[config.mk]
export PLATFORM = sky130hd
export DESIGN_NAME = mips_bus_arbiter
export DESIGN_NICKNAME = d
export VERILOG_FILES = /design/src/rtl/mips_bus_pkg.sv /design/src/rtl/sat_counter.sv /design/src/rtl/mips_bus_arbiter.sv
export SDC_FILE = /design/constraint.sdc
export NUM_CORES = 1
export LEC_CHECK = 0
export ABC_CLOCK_PERIOD_IN_PS = 5000
export BUFFER_PORTS_ARGS = -buffer_cell sky130_fd_sc_hd__buf_2
export CORE_AREA = 2 2 121 123
export CTS_CLUSTER_SIZE = 8
export DETAILED_ROUTE_END_ITERATION = 16
export DIE_AREA = 0 0 123 125
export REMOVE_ABC_BUFFERS = 1
export SYNTH_ARGS = -nofsm -noshare
export SYNTH_HDL_FRONTEND = slang
export SYNTH_HIERARCHICAL = 1
export SYNTH_SLANG_ARGS = --single-unit
export TNS_END_PERCENT = 50
[constraint.sdc]
create_clock -name clk -period 5 [get_ports clk]
set_clock_uncertainty 0.05 [all_clocks]
set_input_delay 0.5 -clock clk [delete_from_list [all_inputs] [get_ports clk]]
set_output_delay 0.5 -clock clk [all_outputs]
set_load 0.02 [all_outputs]
[src/rtl/mips_bus_pkg.sv]
// Shared types and bus widths for the MIPS memory-bus arbiter.
package mips_bus_pkg;

  localparam int ADDR_W = 32;
  localparam int DATA_W = 32;
  localparam int BE_W   = 4;

  typedef enum logic [1:0] {
    IDLE    = 2'd0,
    GRANT_I = 2'd1,
    GRANT_D = 2'd2
  } arb_state_t;

  typedef enum logic {
    PORT_I = 1'b0,
    PORT_D = 1'b1
  } port_t;

endpackage

[src/rtl/sat_counter.sv]
// Up-counter that sticks at all-ones instead of wrapping.
module sat_counter #(
  parameter int CNT_W = 16
) (
  input  logic             clk,
  input  logic             reset_n,
  input  logic             inc_i,
  output logic [CNT_W-1:0] value_o
);

  logic [CNT_W-1:0] cnt_q;

  // NOTE: sequential state uses non-blocking assignments so every flop samples pre-edge values.
  always_ff @(posedge clk or negedge reset_n) begin
    if (!reset_n) begin
      cnt_q <= '0;
    end else if (inc_i && (cnt_q != '1)) begin
      cnt_q <= cnt_q + 1'b1;
    end
  end

  assign value_o = cnt_q;

endmodule

[src/rtl/mips_bus_arbiter.sv]
// Shares one Avalon-style memory bus between the instruction-fetch and load/store ports.
module mips_bus_arbiter
  import mips_bus_pkg::*;
#(
  parameter int D_PRIORITY = 0,
  parameter int CNT_W      = 16
) (
  input  logic              clk,
  input  logic              reset_n,
  input  logic [ADDR_W-1:0] i_address,
  input  logic              i_read,
  output logic              i_waitrequest,
  output logic [DATA_W-1:0] i_readdata,
  input  logic [ADDR_W-1:0] d_address,
  input  logic              d_read,
  input  logic              d_write,
  input  logic [DATA_W-1:0] d_writedata,
  input  logic [BE_W-1:0]   d_byteenable,
  output logic              d_waitrequest,
  output logic [DATA_W-1:0] d_readdata,
  output logic [ADDR_W-1:0] address,
  output logic              read,
  output logic              write,
  output logic [DATA_W-1:0] writedata,
  output logic [BE_W-1:0]   byteenable,
  input  logic              waitrequest,
  input  logic [DATA_W-1:0] readdata,
  output logic [CNT_W-1:0]  i_grants,
  output logic [CNT_W-1:0]  d_grants,
  output logic              proto_err
);

  arb_state_t state_q, state_d;
  port_t      last_q, last_d;
  logic       proto_err_q, proto_err_d;
  logic       i_req, d_req, i_done, d_done;

  assign i_req  = i_read;
  assign d_req  = d_read | d_write;
  assign i_done = (state_q == GRANT_I) && i_req && !waitrequest;
  assign d_done = (state_q == GRANT_D) && d_req && !waitrequest;

  // NOTE: every combinational output gets a default first, so no path can infer a latch.
  always_comb begin
    address       = '0;
    read          = 1'b0;
    write         = 1'b0;
    writedata     = '0;
    byteenable    = '0;
    i_waitrequest = 1'b1;
    d_waitrequest = 1'b1;
    case (state_q)
      GRANT_I: begin
        address       = i_address;
        read          = i_read;
        i_waitrequest = waitrequest;
      end
      GRANT_D: begin
        address       = d_address;
        write         = d_write;
        read          = d_read & ~d_write;  // a read+write collision forwards only the write
        writedata     = d_writedata;
        byteenable    = d_byteenable;
        d_waitrequest = waitrequest;
      end
      default: ;
    endcase
  end

  assign i_readdata = readdata;
  assign d_readdata = readdata;

  always_comb begin
    state_d     = state_q;
    last_d      = last_q;
    proto_err_d = proto_err_q;
    case (state_q)
      IDLE: begin
        if (i_req && d_req) begin
          state_d = ((D_PRIORITY != 0) || (last_q == PORT_I)) ? GRANT_D : GRANT_I;
        end else if (i_req) begin
          state_d = GRANT_I;
        end else if (d_req) begin
          state_d = GRANT_D;
        end
      end
      GRANT_I: begin
        if (!i_req) begin
          proto_err_d = 1'b1;
          state_d     = IDLE;
        end else if (!waitrequest) begin
          last_d  = PORT_I;
          state_d = d_req ? GRANT_D : IDLE;
        end
      end
      GRANT_D: begin
        if (!d_req) begin
          proto_err_d = 1'b1;
          state_d     = IDLE;
        end else begin
          if (d_read && d_write) proto_err_d = 1'b1;
          if (!waitrequest) begin
            last_d  = PORT_D;
            state_d = i_req ? GRANT_I : IDLE;
          end
        end
      end
      default: state_d = IDLE;
    endcase
  end

  // Reset leaves last = I so the first round-robin tie goes to the data port.
  always_ff @(posedge clk or negedge reset_n) begin
    if (!reset_n) begin
      state_q     <= IDLE;
      last_q      <= PORT_I;
      proto_err_q <= 1'b0;
    end else begin
      state_q     <= state_d;
      last_q      <= last_d;
      proto_err_q <= proto_err_d;
    end
  end

  assign proto_err = proto_err_q;

  sat_counter #(.CNT_W(CNT_W)) u_i_cnt (
    .clk     (clk),
    .reset_n (reset_n),
    .inc_i   (i_done),
    .value_o (i_grants)
  );

  sat_counter #(.CNT_W(CNT_W)) u_d_cnt (
    .clk     (clk),
    .reset_n (reset_n),
    .inc_i   (d_done),
    .value_o (d_grants)
  );

endmodule

## Word level (Yosys, flattened, before mapping)

Cells that the tools add are included.
Widths: inputs -> output; s select.

- Bits in registers: 36
- Bits of input ports: 138
- Logic and storage cells: 64

- Add/sub/neg operators: 2
- Equal/unequal tests: 13
- Muxes and demuxes: 27
- Bitwise gates (word level): 3
- Reductions and logical operators: 14

Operator list:

| kind | count |
|---|---|
| $pmux 32 s2 | 1 |
| $add 16x1->16 const B | 2 |
| $mux 32 | 1 |
| $ne 16x16->1 const B | 2 |
| $mux 2 | 9 |
| $mux 1 | 11 |
| $ne 2x2->1 const B | 5 |
| $logic_and 1x1->1 | 8 |
| $ne 3x3->1 const B | 2 |
| $pmux 1 s2 | 3 |
| $pmux 2 s3 | 1 |
| $reduce_and 3->1 | 2 |
| $reduce_and 5->1 | 1 |
| $mux 4 | 1 |
| $ne 4x4->1 const B | 1 |
| $ne 3x2->1 const B | 1 |
| $eq 2x1->1 const B | 1 |
| $eq 2x2->1 const B | 1 |
| $logic_not 2->1 | 1 |
| $reduce_bool 2->1 | 1 |
| $and 1x1->1 | 1 |
| $logic_not 1->1 | 1 |
| $not 1->1 | 1 |
| $or 1x1->1 | 1 |

## Longest topological paths before layout

Gate-level depths: netlist (run 1).

- Word-level depth: 5
- Gate-level depth with buffers: 10

## By module

The synthesis (run 1) kept the hierarchy.

By module, submodules not included:

| module | times used | cells an instance | area each (µm²) | seq. area each (µm²) |
|---|---|---|---|---|
| sat_counter | 2 | 72 | 859.6 | 400.4 |
| mips_bus_arbiter | 1 | 221 | 1596.5 | 100.1 |

## Least setup slack after synthesis (run 1)

Ideal clock, no wire load.

- Path kind: register -> register
- Start point: register state_q[1]
- End point: register u_i_cnt.cnt_q[5], in the netlist u_i_cnt/value_o[5]
- Library setup time: 119 ps
- Arrival: 2005 ps
- Setup slack: 2826 ps
- Cell stages (with the launch flop): 11
- Buffers on the path: 2
- Period minus slack after synthesis: 2174 ps
- Cells stage by stage: dfrtp_1 > inv_1 > ha_1 > buf_2 > buf_2 > nand2_1 > nor2_1 > and3_1 > and4_2 > o211ai_1 > o21a_1

- Longest elaborated chain between the ends: 4

RTL lines:

| what | RTL line | RTL |
|---|---|---|
| start, declared | mips_bus_arbiter.sv:33 | `arb_state_t state_q, state_d;` |
| start signal, assigned | mips_bus_arbiter.sv:119 | `state_q <= state_d;` |
| $eq 2x1->1 | mips_bus_arbiter.sv:40 | `assign i_done = (state_q == GRANT_I) && i_req && !waitrequest;` |
| $logic_and 1x1->1 (2 in a row) | mips_bus_arbiter.sv:40 |  |
| named net i_done | mips_bus_arbiter.sv:36 | `logic i_req, d_req, i_done, d_done;` |
| $logic_and 1x1->1 | sat_counter.sv:17 | `end else if (inc_i && (cnt_q != '1)) begin` |
| end signal, assigned | sat_counter.sv:18 | `cnt_q <= cnt_q + 1'b1;` |
| end, declared | sat_counter.sv:11 | `logic [CNT_W-1:0] cnt_q;` |

The timed path passes the listed nets, and every way through them passes these cells.
A chain may end at the register's enable or synchronous reset.

## Final worst setup path (run 1)

- Start point: register state_q[0]
- End point: output port address[24]

- Longest elaborated chain between the ends: 2
- Elaborated cells between the ends (all ways): 3
- Those cells by class: eq/ne (2); mux (1)

RTL lines:

| what | RTL line | RTL |
|---|---|---|
| $eq 2x2->1 or $eq 2x1->1 (tied branches) | mips_bus_arbiter.sv:52 | `case (state_q)` |
| $pmux 32 s2 (*) | mips_bus_arbiter.sv:52 |  |
| end, declared | mips_bus_arbiter.sv:21 | `output logic [ADDR_W-1:0] address,` |

Every way passes the cells marked *; elsewhere a longest branch is shown, timed or not.

==> impl_metrics.env, run 1 <==
export IMPL_crit_buf_inv=3
export IMPL_port_buffers=210
export IMPL_slowest_stage="buf_4"
export IMPL_syn_area_per_cell_um2=9.084
export IMPL_yosys_warnings=6
export IMPL_synth_seq_cells=36
export IMPL_critPathArrivalTime_ns=2.06
export IMPL_ant_nets=0
export IMPL_fin_ws_ns=2.387
export IMPL_cts_buffers=5
export IMPL_finalNetCount=647
export IMPL_area_delta_synth_final_pct=27.89
export IMPL_drv_slew=0
export IMPL_synth_edf_count=0
export IMPL_antennaDiodeCount=0
export IMPL_antenna_found_initial=0
export IMPL_drt_total_wl_um=15570
export IMPL_fin_crit_sh=0.5227
export IMPL_fmax_mhz=382.6
export IMPL_postCtsSetupRepairBufs=0
export IMPL_finalHoldViolations=0
export IMPL_path_class="register to output port"
export IMPL_vias_per_cell=4.785
export IMPL_synth_top_area_cell="dfrtp_1"
export IMPL_drc=0
export IMPL_path_cells="inv_1, ha_2, buf_4, a22oi_1, nor2b_1, buf_2"
export IMPL_place_congestion=0.8670
export IMPL_clockBufferDepth=2
export IMPL_cts_root_buf="clkbuf_16"
export IMPL_p_per_area_nw_per_um2=450.2
export IMPL_final_common_cell="buf_2"
export IMPL_clkSlewWorstSetupHoldPaths_ns=0.06
export IMPL_htree_levels=2
export IMPL_rsz0062_at_grt="no"
export IMPL_drt_initial_drc_count=162
export IMPL_cp_top_family="buffers and inverters"
export IMPL_grt_pass1_vias=3005
export IMPL_initial_utilization=0.2334
export IMPL_syn_inst=365
export IMPL_synth_distinct_cells=50
export IMPL_wl_per_cell_um=22.64
export IMPL_dominantRegCellSynth="dfrtp_1"
export IMPL_gr_total_overflow=0
export IMPL_worstSkewPairLatency_ns=0.27
export IMPL_via_count=3292
export IMPL_seq_area_frac_synth=0.2717
export IMPL_power_leakage_nw=2.191
export IMPL_grt_pass1_wl_um=20920
export IMPL_core_area_um2=14200
export IMPL_period_minus_slack_ns=2.613
export IMPL_place_ws_ns=2.539
export IMPL_tightest_slew_ns=0.8230
export IMPL_fp_dieH_um=125
export IMPL_synth_top_area_frac=0.2717
export IMPL_grt_total_usage=0.1914
export IMPL_synthesis_area_um2=3316
export IMPL_drt_first_pass_iters=7
export IMPL_die_w_um=123
export IMPL_setup_viol=0
export IMPL_row_count=44
export IMPL_setup_tns_ns=0
export IMPL_slew_headroom=0.4513
export IMPL_final_layout_size_suffix_gt1_frac=0.4901
export IMPL_max_stage_delay_ns=0.49
export IMPL_postCtsHoldBufs=0
export IMPL_cts_tree="yes"
export IMPL_synthTopCellsByArea="dfrtp_1 27%, buf_4 14%, a22oi_1 7.2%"
export IMPL_dieArea_um2=15380
export IMPL_critPathMaxFanout=74
export IMPL_drv_cap=0
export IMPL_start_kind="register"
export IMPL_cts_sinks=36
export IMPL_detailed_place_hpwl_um=13030
export IMPL_mostFrequentLayoutCells="210 x buf_2, 37 x and2_1, 36 x dfrtp_1"
export IMPL_cts_resized=0
export IMPL_grt_max_degree=75
export IMPL_async_flop_share=1.000
export IMPL_io_pins=307
export IMPL_peakVddDrop_v=0.0002929
export IMPL_hp_class="input port to asynchronous set/reset pin"
export IMPL_end_kind="output port"
export IMPL_status="complete, no violations"
export IMPL_worst_ep_required_time_ns=4.45
export IMPL_ff2ff_setup_slack_ns=2.49
## report_power, final
part           total [mW]  leakage, nW  internal, mW  switching (mW)
sequential          0.394        0.481         0.332          0.0619
combinational        1.14         1.62         0.416           0.725
clock               0.374       0.0901         0.262           0.112
total                1.91         2.19          1.01           0.899
## logic make-up (layout without fill, tap and decap cells)
| group | after synthesis | count (layout) | share of synthesized area |
|---|---|---|---|
| xor+xnor | 15 | 15 | 0.03962 |
| mux | 3 | 3 | 0.01132 |
| simple gates | 148 | 148 | 0.3162 |
| buf+inv | 84 | 223 | 0.1713 |
| flops | 36 | 36 | 0.2717 |
| fa+ha+maj | 6 | 6 | 0.02264 |
| compound gates | 73 | 73 | 0.1672 |
## state kept, by name (all words and copies together), names as in the netlist
| register | count |
|---|---|
| last_q | 1 |
| u_i_cnt/value_o | 16 |
| proto_err | 1 |
| u_d_cnt/value_o | 16 |
| state_q | 2 |
## path summary, 6_finish.rpt
| kind | startpoint | end | cells after the start |
|---|---|---|---|
| max reg2reg | state_q[1] | u_i_cnt/value_o[5] | 9 |
| max in group asynchronous | reset_n | u_d_cnt/value_o[15] | 1 |
| min in group clk | proto_err | proto_err | 1 |
| max | state_q[0] | address[24] | 6 |
| min | reset_n | u_i_cnt/value_o[13] | 1 |
| min reg2reg | proto_err | proto_err | 1 |
## final cells by class
| class | instances | area [um2] |
|---|---|---|
| clock buffers | 7 | 152.6 |
| clock inverters | 1 | 30.03 |
| fillers | 1531 | 9963 |
| inverters | 3 | 11.26 |
| multi-input cells | 245 | 1849 |
| flip-flops and latches | 36 | 900.9 |
| well taps | 184 | 230.2 |
| repair buffers | 212 | 1066 |
## stage by stage
step	util	std cells	hold WS, ns	total power, mW	area, um2
6_report	0.2985	688	0.2738	1.909	4240
5_1_grt	0.2985	688	0.3524	2.042	4240
4_1_cts	0.2985	688	0.3028	1.930	4240
3_5_place_dp	0.2857	680	0.4225	1.546	4058
3_3_place_gp	0.2857	680	0.4238	1.549	4058
2_1_floorplan	-	284	0.1544	1.099	2759
## cell usage after synthesis, types with 3 or more instances
master    instances
buf_4            64
and2_1           37
dfrtp_1          36
nor2b_1          33
a22oi_1          32
nand4_1          16
clkbuf_1         12
nand2_1          11
nand3_1          11
o21a_1           10
xnor2_1          10
a21oi_1           6
a31oi_1           6
ha_1              6
nor2_1            6
xor2_1            5
and3_1            4
buf_2             4
nor4_4            4
o21ai_0           4
inv_1             3
nand2b_1          3
o211ai_1          3
## routing by layer
| layer | up-vias | wire length, um | GRT usage |
|---|---|---|---|
| met5 | - | 0 | 0 |
| met4 | 0 | 24 | 0.01805 |
| met3 | 2 | 3479 | 0.1866 |
| met2 | 244 | 5687 | 0.2389 |
| met1 | 1526 | 6383 | 0.2427 |
| li1 | 1520 | - | - |
## worst reg2reg max path, stage by stage, from the launching register on
cell and delay [ns]:
dfrtp_1 0.41, inv_1 0.09, ha_1 0.14, buf_4 0.35
nand2_1 0.16, nor2_1 0.41, and3_1 0.32, and4_2 0.28
o211ai_1 0.09, o21a_1 0.12
Power figures use the tool's default switching activity.
==> run 2: changes to the inputs <==
ABC_CLOCK_PERIOD_IN_PS = 2740   (was 5000)
CORE_AREA = 2 2 118 120   (was 2 2 121 123)
DIE_AREA = 0 0 120 122   (was 0 0 123 125)
clock period = 2.74 ns   (was 5 ns; I/O delays follow)
==> impl_metrics.env, run 2 (synthesis results as in run 1) <==
export IMPL_final_common_cell="buf_2"
export IMPL_drt_first_pass_iters=4
export IMPL_critPathArrivalTime_ns=2.10
export IMPL_vias_per_cell=4.934
export IMPL_pwr_share_clk=0.168
export IMPL_hp_class="input port to asynchronous set/reset pin"
export IMPL_final_cell_count_no_fill=685
export IMPL_postCtsHoldBufs=0
export IMPL_final_layout_size_suffix_gt1_frac=0.4871
export IMPL_htree_levels=2
export IMPL_drt_initial_drc_count=172
export IMPL_setup_viol=0
export IMPL_worstSkewPairLatency_ns=0.28
export IMPL_cts_resized=0
export IMPL_finalHoldViolations=0
export IMPL_start_kind="register"
export IMPL_power_switching_mw=1.643
export IMPL_row_count=43
export IMPL_worst_ep_required_time_ns=2.42
export IMPL_postCtsSetupRepairBufs=0
export IMPL_period_minus_slack_ns=2.428
export IMPL_clkSlewWorstSetupHoldPaths_ns=0.05
export IMPL_grt_max_degree=75
export IMPL_drt_total_wl_um=15420
export IMPL_drv_cap=0
export IMPL_fin_ws_ns=0.3120
export IMPL_path_class="register to output port"
export IMPL_antenna_found_initial=0
export IMPL_dieArea_um2=14640
export IMPL_rsz0062_at_grt="no"
export IMPL_slew_headroom=0.4466
export IMPL_switching_share=0.4868
export IMPL_grt_total_usage=0.2017
export IMPL_dpl_cell_count=677
export IMPL_intPower_mw=1.732
export IMPL_initial_utilization=0.2455
export IMPL_p_per_area_nw_per_um2=802.3
export IMPL_area_delta_synth_final_pct=26.87
export IMPL_critPathMaxFanout=74
export IMPL_status="complete, no violations"
export IMPL_total_power_mw=3.375
export IMPL_end_kind="output port"
export IMPL_place_ws_ns=0.5927
export IMPL_cts_buffers=5
export IMPL_finalNetCount=648
export IMPL_seqPwrFrac=0.212
export IMPL_hold_ws_ns=0.04557
export IMPL_detailed_place_hpwl_um=12870
export IMPL_mostFrequentLayoutCells="210 x buf_2, 37 x and2_1, 36 x dfrtp_1"
export IMPL_place_congestion=0.8827
export IMPL_grt_pass1_vias=3306
export IMPL_comb_power_share=0.620
export IMPL_cts_tree="yes"
export IMPL_fin_crit_sh=0.8861
export IMPL_via_count=3380
export IMPL_core_area_um2=13500
export IMPL_die_w_um=120
export IMPL_fmax_mhz=411.9
export IMPL_port_buffers=210
export IMPL_io_pins=307
export IMPL_power_leakage_nw=2.177
export IMPL_gr_total_overflow=0
export IMPL_antennaDiodeCount=0
export IMPL_peakVddDrop_v=0.0002791
export IMPL_grt_pass1_wl_um=21530
export IMPL_tightest_slew_ns=0.8301
export IMPL_drc=0
export IMPL_fp_dieH_um=122
export IMPL_wl_per_cell_um=22.51
export IMPL_ant_nets=0
export IMPL_cts_sinks=36
export IMPL_drv_slew=0
export IMPL_clockBufferDepth=2
export IMPL_cts_root_buf="clkbuf_16"
-- run 2: area by class of cell --
type                       count  area [um2]
clock buffer                   8       146.4
fill                        1440        9298
inverter                       3       11.26
multi-input combinational    245        1849
sequential                    36       900.9
tap                          180       225.2
timing repair buffer         213        1074
-- run 2: per-layer routing --
layer | vias up | routed length [um] | GRT usage
li1 | 1527 | - | -
met1 | 1582 | 6376 | 0.2430
met2 | 264 | 5563 | 0.2539
met3 | 7 | 3403 | 0.2027
met4 | 0 | 76 | 0.02426
met5 | - | 0 | 0.02083
-- run 2: per-stage QoR --
| stage | util | setup TNS (ns) | instance area, um2 |
|---|---|---|---|
| floorplan | - | -3.791 | 2759 |
| global placement | 0.3007 | 0 | 4060 |
| finish | 0.3115 | 0 | 4207 |
| detailed placement | 0.3007 | 0 | 4060 |
| CTS | 0.3115 | 0 | 4207 |
| global route | 0.3115 | 0 | 4207 |
-- run 2: worst paths after layout --
path / cells past startpoint / startpoint / end / slack [ns]
worst max-delay path: 6 / state_q[0] / address[28] / 0.31
worst min-delay path: 1 / reset_n / u_i_cnt/value_o[12] / 0.05
worst max register to register: 8 / state_q[1] / u_i_cnt/value_o[7] / 0.70
worst min register to register: 1 / proto_err / proto_err / 0.46
max in group asynchronous: 1 / reset_n / u_d_cnt/value_o[8] / 2.07
min in group clk: 3 / waitrequest / last_q / 0.35
-- run 2: power by group through the flow --
stage	Sequential, mW	Combinational [mW]	Clock (mW)
after floorplan	0.764	1.24	0
after global placement	0.721	2.07	0
after detailed placement	0.723	2.09	0
after CTS	0.714	2.10	0.585
after global routing	0.734	2.27	0.609
final	0.714	2.09	0.569
-- run 2: worst max-delay path: stages (launching register included) --
cell and delay (ns):
dfrtp_1 0.41, inv_1 0.10, ha_2 0.17, buf_4 0.49, a22oi_1 0.24, nor2b_1 0.17
buf_2 0.19
